`src/rtl/clock_display_scanner.sv`:
```
// clock_display_scanner: snapshots time/date/timer values once per frame and
// scans them onto a 6-digit common-anode 7-segment display.
// Ports: clk, reset (sync, active-high); page_sel, hr, min, sec, AM_mode,
//   AM_PM, day, month, year, timer_min_left, timer_sec_left, blink_mask in;
//   an (active-low, bit0 = leftmost), seg (gfedcba, active-low), dp out.
module clock_display_scanner #(
  parameter int SCAN_DIV     = 4,
  parameter int BLINK_FRAMES = 8
) (
  input  logic        clk,
  input  logic        reset,
  input  logic [1:0]  page_sel,
  input  logic [5:0]  hr,
  input  logic [5:0]  min,
  input  logic [5:0]  sec,
  input  logic        AM_mode,
  input  logic        AM_PM,
  input  logic [4:0]  day,
  input  logic [3:0]  month,
  input  logic [11:0] year,
  input  logic [5:0]  timer_min_left,
  input  logic [5:0]  timer_sec_left,
  input  logic [2:0]  blink_mask,
  output logic [5:0]  an,
  output logic [6:0]  seg,
  output logic        dp
);

  localparam int SW = (SCAN_DIV > 1) ? $clog2(SCAN_DIV) : 1;
  localparam int FW = (BLINK_FRAMES > 1) ? $clog2(BLINK_FRAMES) : 1;
  localparam logic [SW-1:0] SCAN_LAST = SW'(SCAN_DIV - 1);
  localparam logic [FW-1:0] FRAME_LAST = FW'(BLINK_FRAMES - 1);
  localparam logic [3:0] SYM_DASH  = 4'd10;
  localparam logic [3:0] SYM_BLANK = 4'd11;

  logic [SW-1:0] scan_cnt;
  logic [2:0]    digit_idx;
  logic [FW-1:0] frame_cnt;
  logic          blink_phase;
  logic          scan_last;
  logic          frame_end;

  assign scan_last = (scan_cnt == SCAN_LAST);
  assign frame_end = scan_last && (digit_idx == 3'd5);

  always_ff @(posedge clk) begin
    if (reset) begin
      scan_cnt    <= '0;
      digit_idx   <= '0;
      frame_cnt   <= '0;
      blink_phase <= 1'b0;
    end else begin
      if (scan_last) begin
        scan_cnt  <= '0;
        digit_idx <= (digit_idx == 3'd5) ? 3'd0 : digit_idx + 3'd1;
      end else begin
        scan_cnt <= scan_cnt + SW'(1);
      end
      if (frame_end) begin
        if (frame_cnt == FRAME_LAST) begin
          frame_cnt   <= '0;
          blink_phase <= ~blink_phase;
        end else begin
          frame_cnt <= frame_cnt + FW'(1);
        end
      end
    end
  end

  // Snapshot taken on the last cycle of a frame so a whole frame is
  // drawn from one consistent set of values.
  logic [1:0]  pg_q;
  logic [5:0]  hr_q;
  logic [5:0]  min_q;
  logic [5:0]  sec_q;
  logic        am_mode_q;
  logic        am_pm_q;
  logic [4:0]  day_q;
  logic [3:0]  month_q;
  logic [11:0] year_q;
  logic [5:0]  tmin_q;
  logic [5:0]  tsec_q;
  logic [2:0]  mask_q;

  always_ff @(posedge clk) begin
    if (reset) begin
      pg_q      <= '0;
      hr_q      <= '0;
      min_q     <= '0;
      sec_q     <= '0;
      am_mode_q <= 1'b0;
      am_pm_q   <= 1'b0;
      day_q     <= '0;
      month_q   <= '0;
      year_q    <= '0;
      tmin_q    <= '0;
      tsec_q    <= '0;
      mask_q    <= '0;
    end else if (frame_end) begin
      pg_q      <= page_sel;
      hr_q      <= hr;
      min_q     <= min;
      sec_q     <= sec;
      am_mode_q <= AM_mode;
      am_pm_q   <= AM_PM;
      day_q     <= day;
      month_q   <= month;
      year_q    <= year;
      tmin_q    <= timer_min_left;
      tsec_q    <= timer_sec_left;
      mask_q    <= blink_mask;
    end
  end

  // {tens, units}; inputs never exceed 99 after the year fold.
  function automatic logic [7:0] to_bcd(input logic [6:0] v);
    return {4'(v / 7'd10), 4'(v % 7'd10)};
  endfunction

  function automatic logic [6:0] seg_code(input logic [3:0] s);
    logic [6:0] c;
    case (s)
      4'd0:    c = 7'h40;
      4'd1:    c = 7'h79;
      4'd2:    c = 7'h24;
      4'd3:    c = 7'h30;
      4'd4:    c = 7'h19;
      4'd5:    c = 7'h12;
      4'd6:    c = 7'h02;
      4'd7:    c = 7'h78;
      4'd8:    c = 7'h00;
      4'd9:    c = 7'h10;
      4'd10:   c = 7'h3F;
      default: c = 7'h7F;
    endcase
    return c;
  endfunction

  logic [7:0] hr_b;
  logic [7:0] min_b;
  logic [7:0] sec_b;
  logic [7:0] day_b;
  logic [7:0] mon_b;
  logic [7:0] yr_b;
  logic [7:0] tm_b;
  logic [7:0] ts_b;

  assign hr_b  = to_bcd({1'b0, hr_q});
  assign min_b = to_bcd({1'b0, min_q});
  assign sec_b = to_bcd({1'b0, sec_q});
  assign day_b = to_bcd({2'b0, day_q});
  assign mon_b = to_bcd({3'b0, month_q});
  assign yr_b  = to_bcd(7'(year_q % 12'd100));
  assign tm_b  = to_bcd({1'b0, tmin_q});
  assign ts_b  = to_bcd({1'b0, tsec_q});

  // syms[i] / dps[i] describe digit i of the current page.
  logic [5:0][3:0] syms;
  logic [5:0]      dps;

  always_comb begin
    syms = {6{SYM_BLANK}};
    dps  = 6'b0;
    unique case (pg_q)
      2'd0: begin
        syms[0] = (am_mode_q && hr_b[7:4] == 4'd0) ? SYM_BLANK
                                                   : hr_b[7:4];
        syms[1] = hr_b[3:0];
        syms[2] = min_b[7:4];
        syms[3] = min_b[3:0];
        syms[4] = sec_b[7:4];
        syms[5] = sec_b[3:0];
        dps     = {am_mode_q & am_pm_q, 5'b01010};
      end
      2'd1: begin
        syms[0] = day_b[7:4];
        syms[1] = day_b[3:0];
        syms[2] = mon_b[7:4];
        syms[3] = mon_b[3:0];
        syms[4] = yr_b[7:4];
        syms[5] = yr_b[3:0];
        dps     = 6'b001010;
      end
      2'd2: begin
        syms[2] = tm_b[7:4];
        syms[3] = tm_b[3:0];
        syms[4] = ts_b[7:4];
        syms[5] = ts_b[3:0];
        dps     = 6'b001000;
      end
      2'd3: begin
        syms = {6{SYM_DASH}};
      end
    endcase
  end

  logic [3:0] sym;
  logic       dp_on;
  logic [5:0] an_nxt;
  logic       grp_mask;
  logic       blank;

  always_comb begin
    sym      = SYM_BLANK;
    dp_on    = 1'b0;
    an_nxt   = 6'h3F;
    grp_mask = 1'b0;
    case (digit_idx)
      3'd0: begin
        sym = syms[0]; dp_on = dps[0];
        an_nxt = 6'h3E; grp_mask = mask_q[2];
      end
      3'd1: begin
        sym = syms[1]; dp_on = dps[1];
        an_nxt = 6'h3D; grp_mask = mask_q[2];
      end
      3'd2: begin
        sym = syms[2]; dp_on = dps[2];
        an_nxt = 6'h3B; grp_mask = mask_q[1];
      end
      3'd3: begin
        sym = syms[3]; dp_on = dps[3];
        an_nxt = 6'h37; grp_mask = mask_q[1];
      end
      3'd4: begin
        sym = syms[4]; dp_on = dps[4];
        an_nxt = 6'h2F; grp_mask = mask_q[0];
      end
      3'd5: begin
        sym = syms[5]; dp_on = dps[5];
        an_nxt = 6'h1F; grp_mask = mask_q[0];
      end
      default: ;
    endcase
  end

  // Blanking only kills segments; the anode keeps scanning.
  assign blank = blink_phase & grp_mask;

  always_ff @(posedge clk) begin
    if (reset) begin
      an  <= 6'h3F;
      seg <= 7'h7F;
      dp  <= 1'b1;
    end else begin
      an  <= an_nxt;
      seg <= blank ? 7'h7F : seg_code(sym);
      dp  <= blank | ~dp_on;
    end
  end

endmodule
```
`config.mk`:
```
export PLATFORM = sky130hd
export DESIGN_NAME = clock_display_scanner
export DESIGN_NICKNAME = d
export VERILOG_FILES = /design/src/rtl/clock_display_scanner.sv
export SDC_FILE = /design/constraint.sdc
export NUM_CORES = 1
export LEC_CHECK = 0
export CAP_MARGIN = 10
export CORE_MARGIN = 3
export CORE_UTILIZATION = 51
export CTS_CLUSTER_SIZE = 8
export DETAILED_ROUTE_END_ITERATION = 8
export PLACE_DENSITY_LB_ADDON = 0.1
export SLEW_MARGIN = 20
export SYNTH_ARGS = -nofsm -noshare
export SYNTH_HDL_FRONTEND = slang
export SYNTH_SLANG_ARGS = --single-unit
```
`constraint.sdc`:
```
create_clock -name clk -period 5.65 [get_ports clk]
set_input_delay 1.13 -clock clk [delete_from_list [all_inputs] [get_ports clk]]
set_output_delay 1.13 -clock clk [all_outputs]
set_load 0.01 [all_outputs]
```
==> results.toml <==
[status]
violations = "setup timing"
status = "finished, violations left"

[clocking]
cts_buffers = 9
clock-sinks = 81
hold_buffers = 0
clk_latency_ps = 340
ctsLongestPathBuffers = 2
cts_tree = "yes"
cts_max_level = 3
clk_pin_slew_ps = 60
root_buffer = "clkbuf_16"

[synth]
yosysMostFrequentCell = "nand2_1"
yosysTopAreaCell = "dfxtp_1"
synth_area_leaders = "dfxtp_1 27%, nand2_1 11%, a21oi_1 8.2%"
ys_ff_latch = 81
yosysWarnings = 0
ys_seq_area_frac = 0.272
syn-num-nets = 896
yosys.cell_types.count = 87
syn_inst = 816
synth_area_mm2 = 0.00597
synth_edf_count = 0
synth.top_cells.by_count = "178 x nand2_1, 98 x a21oi_1, 81 x dfxtp_1, 41 x clkbuf_1, 41 x nor2_1"
synth-main-ff-cell = "dfxtp_1"
async_flop_share = 0
syn_area_per_cell_um2 = 7.32
netlist.area_leader.share = 0.272

[sta]
finalSetupViolations = 7
fin_tns_setup_ps = -1940
finClkSkew_ps = 8.98
whs_ps = 428
max-slew-margin-rel = 0.441
maxSlewViolCount = 0
finalHoldViolations = 0
rsz0062_at_grt = "yes"
fmax_ghz = 0.167
setup_ws_ps = -332
tightestPinTransition_ps = 834
post-route-period-util = 1.06
fin_crit_ps = 5980

[floorplan]
die_w_um = 114
die-height_um = 114
core-area_mm2 = 0.0111
rows = 38
ioPinCount = 74
start_util = 0.537
die_area_mm2 = 0.0130

[route]
via_per_inst = 5.98
drt_pass1_iterations = 6
drc = 0
ant_nets = 0
routedWlPerCell_um = 17.8
wl_um = 19500
drtIter0Drc = 406
vias = 6551

[placement]
dp_hpwl_um = 13800
placed_area_mm2 = 0.00734
post-place-ws_ps = -478
place_congestion = 0.912
io_buffers = 73

[finish]
final_nets = 1031
final_area_mm2 = 0.00804
area_growth_pct = 34.6
n_antenna_cell = 0
drive_gt1_frac = 0.227

[worst_setup_path]
arrival_ps = 6170
critPathKind = "reg2reg"
max_stage_delay_ps = 360
reg2reg_from = "year_q[8]"
setup.worst_path.start = "year_q[8]"
crit_family = "compound AO/OA/AOI/OAI gates"
cp_max_fo = 8
startpoint_type = "flip-flop"
end_kind = "flip-flop"
cp_slowest_cell = "dfxtp_4"
path_buf_inv = 3
required_ps = 5830

[grt]
grtUsageTotal = 0.294
grt_max_degree = 71
antenna_found_initial = 0
grt_pass1_vias = 6547
overflow = 0
grt_pass1_wl_um = 31100

[power_and_ir_drop]
power_density_mw_per_mm2 = 157
p_int_uw = 980
clkPwrFrac = 0.481
power.leakage_nw = 3.04
power_frac_comb = 0.060
p_sw_frac = 0.223
seq_power_share = 0.459
power.switching_uw = 281
power_mw = 1.26
ir_worst_vdd_uv = 167

[hold_path]
hold_start = "scan_cnt[0]"
holdCritPathClass = "reg2reg"

[run]
drv_cap = 0
[power by group through the flow]
stage	registers [mW]	logic (mW)	clock network, mW
3_5_place_dp	0.593	0.0739	0
5_1_grt	0.579	0.0801	0.634
3_3_place_gp	0.593	0.0726	0
6_report	0.579	0.0751	0.607
2_1_floorplan	0.593	0.0201	0
4_1_cts	0.579	0.0749	0.613
[area by class of cell]
class | count | area [µm²]
well taps | 140 | 175
clock buffers | 11 | 243
flip-flops and latches | 81 | 1640
inverters | 24 | 91.3
multi-input cells | 652 | 4230
fillers | 872 | 3090
clock inverters | 5 | 62.6
repair buffers | 183 | 1600
[per-stage QoR]
step / instances / utilization
after global placement: 1059 / 0.658
after detailed placement: 1059 / 0.659
after global routing: 1096 / 0.722
after CTS: 1085 / 0.709
after floorplan: 816 / -
final: 1096 / 0.722
[sequential cells by signal, summed over array words and instances (netlist names), 4 cells and up]
signal and count:
day_q 5, min_q 6, month_q 4, year_q 12, sec_q 6, tmin_q 6
seg 7, tsec_q 6, hr_q 6, an 6
[layout by cell type (no fill, tap or decap), types with 5 or more instances in the layout]
master / Yosys / routed
a221oi_1: 5 / 5
nor2_1: 41 / 40
a21oi_2: 4 / 5
a31oi_1: 10 / 8
and2_1: 9 / 6
nand3_1: 14 / 13
nor3_1: 20 / 18
o21a_1: 9 / 9
o21ai_0: 35 / 32
mux2i_1: 15 / 13
or2_2: 7 / 6
o22ai_1: 9 / 9
buf_6: 1 / 6
nand2_1: 178 / 177
ha_1: 20 / 17
or3_1: 7 / 7
a211oi_1: 10 / 8
o21ai_1: 6 / 8
clkdlybuf4s50_1: 0 / 72
inv_1: 20 / 18
nor2b_1: 9 / 8
buf_4: 4 / 102
dfxtp_1: 81 / 77
a21oi_1: 98 / 95
a22oi_1: 8 / 8
a21o_1: 8 / 8
xnor2_1: 11 / 10
inv_2: 3 / 5
a211oi_2: 3 / 5
clkbuf_16: 0 / 9
nand2b_1: 16 / 15
[layer usage]
| layer | up-vias | part of all wire | GRT usage |
|---|---|---|---|
| met5 | - | 0 | 0 |
| met4 | 0 | 0.036 | 0.116 |
| met3 | 59 | 0.060 | 0.0481 |
| met2 | 238 | 0.50 | 0.525 |
| met1 | 3069 | 0.41 | 0.350 |
| li1 | 3185 | - | - |
[path summary, 6_finish.rpt]
kind / end / slack, ps / cells after the start
max: seg[6] / -330 / 27
min: scan_cnt[0] / 430 / 1
min reg2reg: scan_cnt[0] / 430 / 1
max reg2reg: seg[6] / -330 / 27
[kinds of logic after synthesis]
| group | count (synthesis) | share of synthesized area |
|---|---|---|
| buffers and inverters | 83 | 0.0587 |
| adder cells (fa/ha/maj) | 22 | 0.0457 |
| multiplexers | 20 | 0.0346 |
| AND/OR/NAND/NOR | 324 | 0.247 |
| AO/OA/AOI/OAI | 268 | 0.311 |
| XOR/XNOR | 18 | 0.0321 |
| flip-flops | 81 | 0.272 |
[worst reg2reg max path, cell delays in order (launching register included)]
cell and delay, ps:
dfxtp_4 360, or2_4 250, a32o_2 300, a211oi_4 350, o221ai_2 170, a32o_2 320
and2_4 200, o211ai_1 260, o21ai_4 140, o32ai_4 360, xor2_4 310, buf_6 160
nand3_4 80, a41oi_4 350, nor2_4 80, mux2_4 310, a21boi_2 160, ha_2 210
o21ai_2 80, inv_1 90, a31oi_2 210, o211a_1 220, o21bai_2 90, a21oi_2 180
inv_2 80, ha_2 180, nor3_1 200, o31ai_1 110
[repair_timing]
item / CTS / global route
pin swaps: 25 / 14
cloned: 0 / 0
gates resized for setup: 44 / 16
hold endpoints to repair: 0 / 0
setup buffers: 10 / 11
endpoints found under the setup margin: 7 / 7
Power figures use the tool's default switching activity.
==> RTL edit 1: new RTL, same flow settings <==
Register the output `an` once more, cleared by the reset; this adds one clock of latency there. The other outputs are not delayed to match.
--- a/src/rtl/clock_display_scanner.sv
+++ b/src/rtl/clock_display_scanner.sv
@@ -35,2 +35,4 @@
 
+  logic [5:0] an_s0;
+
   logic [SW-1:0] scan_cnt;
@@ -241,3 +243,3 @@
     if (reset) begin
-      an  <= 6'h3F;
+      an_s0 <= 6'h3F;
       seg <= 7'h7F;
@@ -245,3 +247,3 @@
     end else begin
-      an  <= an_nxt;
+      an_s0 <= an_nxt;
       seg <= blank ? 7'h7F : seg_code(sym);
@@ -251,2 +253,10 @@
 
+  always_ff @(posedge clk) begin
+    if (reset) begin
+      an <= '0;
+    end else begin
+      an <= an_s0;
+    end
+  end
+
 endmodule
Formal check against the unedited RTL: not equivalent (a bounded check fails within 4 cycles, from zero or initial values and one cycle with reset high).
==> RTL edit 1 against the unedited design <==
  * The flow still finishes with violations (negative setup slack)
  * Clock skew decreased by 0.0025 ns
  * Cell area increased by 8.6%
  * Synthesized cell count increased by 4.8%
  * Via count increased by 5.2%
  * Sequential power increased by 7.6%
  * Total power increased by 6.5%
  * Wire length increased by 1.1%
  * Clock power increased by 5.4%
  * Setup slack got worse by 0.0099 ns
  * Sequential cell count increased by 6
  * Synthesized area increased by 5.9%
  * Hold slack improved by 0.0034 ns
==> RTL edit 1: results (changes against the unedited design) <==
Run status
  – Status: complete, but fails checks
  – Failing checks: negative setup slack

Finish
  – Layout Nets: 1,073 (+4.1%)
  – Biggest regs: year_q (12), seg (7)
  – Ant diodes: 0 (unchanged)
  – Layout cell share with drive strength beyond 1: 0.2377 (+0.01073)
  – Layout fillers: 934 (+7.1%)

Worst hold path
  – WHS Path Cells: 1 (unchanged)
  – Worst Hold Class: register to register

Synthesis
  – Mapped Nets: 935 (+4.4%)
  – YS warnings: 0 (unchanged)
  – Dominant synthesized flop cell: dfxtp_1
  – Sequential area share after synthesis: 0.2754 (+0.003898)
  – Synth async-reset ratio: 0 (unchanged)
  – Post-synthesis compound-gate area fraction: 0.3203 (+0.009634)
  – Most instantiated cells after synthesis: 181 x nand2_1, 87 x dfxtp_1, 85 x a21oi_1
  – Synth area leaders: dfxtp_1 28%, nand2_1 11%, a21oi_1 6.7%
  – Mux share of post-synthesis cell area: 0.03463 (+0.00005659)
  – Synth Area in XOR/XNOR: 0.01801 (-0.01405)
  – Synth unique cells: 102 (+17%)
  – Adder-Cell Fraction of Synth Area: 0.04116 (-0.004518)
  – Post-Synthesis Cells: 855 (+4.8%)

Run
  – Maxcap violations: 0 (unchanged)

Global routing
  – GRT Resource Usage Total: 0.2726 (-0.02139)
  – Vias in the first global route: 6,619 (+1.1%)
  – Largest net degree at the start of global routing: 77 (+8.5%)
  – Initial antenna violation count: 0 (unchanged)
  – First-pass GRT wire length: 31,710 µm (+2.1%)

Place
  – Placed insts: 1,128 (+6.5%)
  – Routability cong.: 0.9255 (+1.5%)
  – DP Worst Slack: -0.3938 ns (+0.08393 ns)
  – Port bufs: 73 (unchanged)
  – HPWL Detailed: 13,590 µm (-1.9%)

Power and ir drop
  – Pleak: 3.216 nW (+5.8%)
  – Maximum vdd drop: 0.1660 mV (-0.51%)

Detailed routing
  – DRC marker count from the first detailed-route iteration: 574 (+41%)
  – Via density: 5.918 (-1.0%)
  – DR pass1 iterations: 7 (+1)
  – Wire per inst: 16.95 µm (-4.9%)
  – Via Count: 6,894 (+5.2%)

Clock tree
  – Clock Pin Slew Worst Setup and Hold Paths: 0.07 ns
  – Worst skew pair latency: about 0.35 ns
  – CTS root buf: clkbuf_16
  – Largest buffer count on any clock path: 2 (unchanged)
  – Cts bufs inserted: 9 (unchanged)
  – H-tree depth: 3 (unchanged)
  – Hold-fix buffers at CTS: 0 (unchanged)

Timing
  – Final worst setup slack: -0.3417 ns (-0.009891 ns)
  – Hold WS: 0.4314 ns (+0.003405 ns)
  – # setup viols final: 7 (unchanged)
  – Clk_skew: 0.006509 ns (-0.002471 ns)
  – Slew headroom: 0.3547 (-0.08601)

Setup path
  – FF-to-FF path depth: 27 (unchanged)
  – Arr. time, crit path: 6.22 ns (+0.05 ns)
  – Crit-path max FO: 7 (-1)
==> RTL edit 1: cell types whose count changed after synthesis, sizes merged, moves of 6 or more <==
cell,unedited run,this run
a21oi,103,89
dfxtp,81,87
inv,23,17
nand3,14,21
nor2,42,51
nor4,1,8
o21ai,43,53
o31a,0,6
==> RTL edit 1: metrics by stage <==
| step | area, µm² | util | TNS (ns) |
|---|---|---|---|
| floorplan | 6411 | - | 0 |
| global placement | 7792 | 0.6461 | -1.826 |
| detailed placement | 7792 | 0.6461 | -2.559 |
| CTS | 8357 | 0.6928 | -0.05426 |
| global route | 8732 | 0.7240 | -3.865 |
| finish | 8732 | 0.7240 | -1.869 |
==> RTL edit 1: area by class of cell <==
type	count	share of cell area
Clock buffer	10	0.02622
Inverter	18	0.007738
Multi-Input combinational cell	692	0.5425
Sequential cell	87	0.2020
Timing Repair Buffer	185	0.1880
Clock inverter	5	0.009457
Tap cell	168	0.02407
==> RTL edit 1: critical path, cell delays in order (launching register included) <==
cell and delay, ns:
dfxtp_4 0.37, buf_2 0.17, o21ai_0 0.23, nor4b_1 0.41
a221oi_2 0.09, nand4_1 0.20, o2111ai_4 0.22, mux2i_2 0.22
a21o_1 0.21, a311oi_4 0.41, buf_6 0.19, mux2i_4 0.29
o211a_1 0.23, a21o_1 0.14, mux2i_2 0.30, or3_4 0.18
and3_4 0.19, ha_4 0.18, nor2_2 0.04, o21ai_1 0.15
o221ai_2 0.15, or2_1 0.25, a311o_2 0.48, ha_4 0.20
nor2_4 0.07, nand2_1 0.06, nor3_2 0.13, a211oi_2 0.07
==> RTL edit 1: layer usage <==
| layer | vias up | GRT usage | routed length, µm |
|---|---|---|---|
| li1 | 3387 | - | - |
| met1 | 3265 | 0.3586 | 8815 |
| met2 | 215 | 0.4606 | 9644 |
| met3 | 27 | 0.04243 | 963 |
| met4 | 0 | 0.08578 | 322 |
| met5 | - | 0 | 0 |
==> RTL edit 1: what timing repair did <==
action	CTS	global route
gates cloned	0	1
endpoints found under the setup margin	7	7
setup buffers	3	19
pin swaps	30	27
gates resized for setup	59	41
==> RTL edit 1: kinds of logic after synthesis <==
group / count (synthesis)
xor gates and xnor gates: 13
and+or+nand+nor: 352
DFF: 87
muxes: 21
buffers and inverters: 76
adders and majority gates: 21
AOI/OAI and AO/OA: 285
==> RTL edit 1: report_power, final <==
part / leakage, nW / switching, mW / internal [mW]
combinational: 2.35 / 0.0287 / 0.0520
clock: 0.153 / 0.253 / 0.387
sequential: 0.711 / 0.00427 / 0.619
total: 3.22 / 0.286 / 1.06
==> RTL edit 1: path summary, 6_finish.rpt <==
path / end / start
max: seg[6] / year_q[8]
min: an[2] / an_s0[2]
max reg2reg: seg[6] / year_q[8]
min reg2reg: an[2] / an_s0[2]
==> RTL edit 2: new RTL, config.mk and constraints unchanged <==
Without the edit above. Set the parameter `SCAN_DIV` to 2 (it was 4).
--- a/src/rtl/clock_display_scanner.sv
+++ b/src/rtl/clock_display_scanner.sv
@@ -6,3 +6,3 @@
 module clock_display_scanner #(
-  parameter int SCAN_DIV     = 4,
+  parameter int SCAN_DIV     = 2,
   parameter int BLINK_FRAMES = 8
Behaviour: not the same (a bounded check fails within 4 cycles, from zero or initial values and one cycle with reset high).
==> RTL edit 2 against the unedited design <==
  * The run still ends with negative setup slack left
  * Hold slack better by 0.027 ns
  * Setup slack improved by 0.25 ns
  * Sequential power is essentially flat
  * Sequential share of layout area down 0.47 points
  * Highest routed layer unchanged
  * Clock skew up 0.0016 ns
  * Combinational power is 26% higher
  * Core utilization is 2.1 points lower
  * Total power decreased by 4.9%
  * Synthesized area rose by 3.1%
  * Sequential cell count is 1 lower
  * Cell area increased by 1.3%
  * Wire length down 5.6%
  * Die area is 2.9% higher
==> RTL edit 2: results (changes against the unedited design) <==
Run status
  – Status: complete, but fails checks
  – Failing checks: negative setup slack

Detailed routing
  – Via Count: 6,610 (+0.90%)
  – Drt total wl: 18,440 µm (-5.6%)
  – DRC marker count from the first detailed-route iteration: 697 (+72%)
  – Routed wl met3: 1019 µm (-14%)
  – Met2 routed wirelength: 8439 µm (-13%)
  – DR pass1 iterations: 5 (-1)
  – Wire per inst: 16.61 µm (-6.8%)
  – Met1 Wirelength: 8855 µm (+11%)

Finish
  – Register share of the cell area: 0.1989 (-0.004749)
  – Multi-input gates: 669 (+2.6%)
  – Layout Nets: 1,042 (+1.1%)
  – Logic inverters: 26 (+8.3%)
  – Layout fillers: 961 (+10%)
  – ClkCell Share: 0.03227 (-0.005710)
  – # clk buffers: 10 (-1)
  – Non-CTS buffers: 177 (-3.3%)
  – Layout cell share with drive strength beyond 1: 0.2120 (-0.01499)
  – Multi-input gate area: 4407 µm² (+4.2%)

Setup path
  – Arr. time, crit path: 5.95 ns (-0.22 ns)
  – CP max stage delay: 0.43 ns (+0.07 ns)
  – FF-to-FF path depth: 25 (-7.4%)
  – Critical path's top delay family: simple AND/OR/NAND/NOR gates
  – Crit-path max FO: 7 (-1)
  – Cell with the largest stage delay on the worst path: or3_4

Global routing
  – First-pass GRT wire length: 29,790 µm (-4.1%)
  – Largest net degree at the start of global routing: 70 (-1.4%)
  – Routing usage on met2: 0.4373 (-0.08809)
  – GRT Resource Usage Total: 0.2733 (-0.02069)
  – GR Util met1: 0.3918 (+0.04156)
  – Met3 Use GR: 0.04856 (+0.0004667)
  – Vias in the first global route: 6,054 (-7.5%)

Worst hold path
  – WHS Path Cells: 2 (+1)
  – Worst Hold Class: register to register

Place
  – HPWL Detailed: 13,530 µm (-2.3%)
  – Routability cong.: 0.8663 (-5.0%)
  – Placed insts: 1,075 (+1.5%)

Synthesis
  – Mux share of post-synthesis cell area: 0.02663 (-0.007943)
  – Synth unique cells: 97 (+11%)
  – Synth Area in XOR/XNOR: 0.01972 (-0.01234)
  – Post-synthesis compound-gate area fraction: 0.3313 (+0.02059)
  – Most instantiated cells after synthesis: 174 x nand2_1, 97 x a21oi_1, 80 x dfxtp_1
  – Adder-Cell Fraction of Synth Area: 0.04045 (-0.005226)
  – Mapped Nets: 917 (+2.3%)
  – Syn_area_per_cell: 7.346 µm² (+0.37%)
  – Synth area leaders: dfxtp_1 26%, nand2_1 11%, a21oi_1 7.9%
  – Sequential area share after synthesis: 0.2602 (-0.01136)

Clock tree
  – CTS sink count: 80 (-1.2%)
  – Clock Pin Slew Worst Setup and Hold Paths: 0.06 ns (about the same)

Timing
  – Final worst setup slack: -0.07932 ns (+0.2525 ns)
  – Fin Setup TNS: -0.2929 ns (+1.645 ns)
  – # setup viols final: 7 (unchanged)
  – Clk_skew: 0.01063 ns (+0.001647 ns)

Power and ir drop
  – Pleak: 3.040 nW (about the same)
  – Sw power: 0.2777 mW (-1.1%)
  – Maximum vdd drop: 0.1885 mV (+13%)
[RTL edit 2: cell count changes in the layout (fill, tap and decap cells not counted), moves of 6 or more]
cell / unedited run / this run
nand2b_1: 15 / 7
buf_4: 102 / 94
nor3_1: 18 / 11
inv_1: 18 / 24
o22ai_1: 9 / 3
[RTL edit 2: cells by family after synthesis]
group | Yosys count
flops | 80
compound gates | 286
fa+ha+maj | 20
buf+inv | 89
mux | 16
simple gates | 334
xor+xnor | 13
[RTL edit 2: metrics by stage]
| step | total power, mW | setup slack (ns) | utilization | hold slack, ns | instance area (µm²) |
|---|---|---|---|---|---|
| 2_1_floorplan | 0.6223 | 0.006252 | - | 0.4318 | 6176 |
| 3_3_place_gp | 0.6821 | -0.08807 | 0.6410 | 0.4387 | 7445 |
| 3_5_place_dp | 0.6838 | -0.1318 | 0.6410 | 0.4488 | 7445 |
| 4_1_cts | 1.206 | -0.1002 | 0.6869 | 0.4567 | 7978 |
| 5_1_grt | 1.240 | -0.3359 | 0.7010 | 0.4771 | 8142 |
| 6_report | 1.199 | -0.07932 | 0.7010 | 0.4550 | 8142 |
[RTL edit 2: power by group through the flow]
stage	clock network (mW)	logic (mW)	registers, mW
after floorplan	0	0.0338	0.589
final	0.527	0.0949	0.577
after global routing	0.561	0.101	0.577
after CTS	0.535	0.0938	0.577
after global placement	0	0.0917	0.590
after detailed placement	0	0.0929	0.591
[RTL edit 2: timing repair]
action / in CTS / in global routing
pin swaps: 25 / 17
endpoints found under the setup margin: 7 / 7
gates resized for setup: 32 / 28
cloned: 1 / 1
setup buffers: 15 / 3
hold buffers: 0 / 0
[RTL edit 2: worst paths after layout]
check | startpoint | endpoint
setup / recovery | year_q[7] | seg[3]
hold / removal | month_q[1] | month_q[1]
setup reg to reg | year_q[7] | seg[3]
hold reg to reg | month_q[1] | month_q[1]
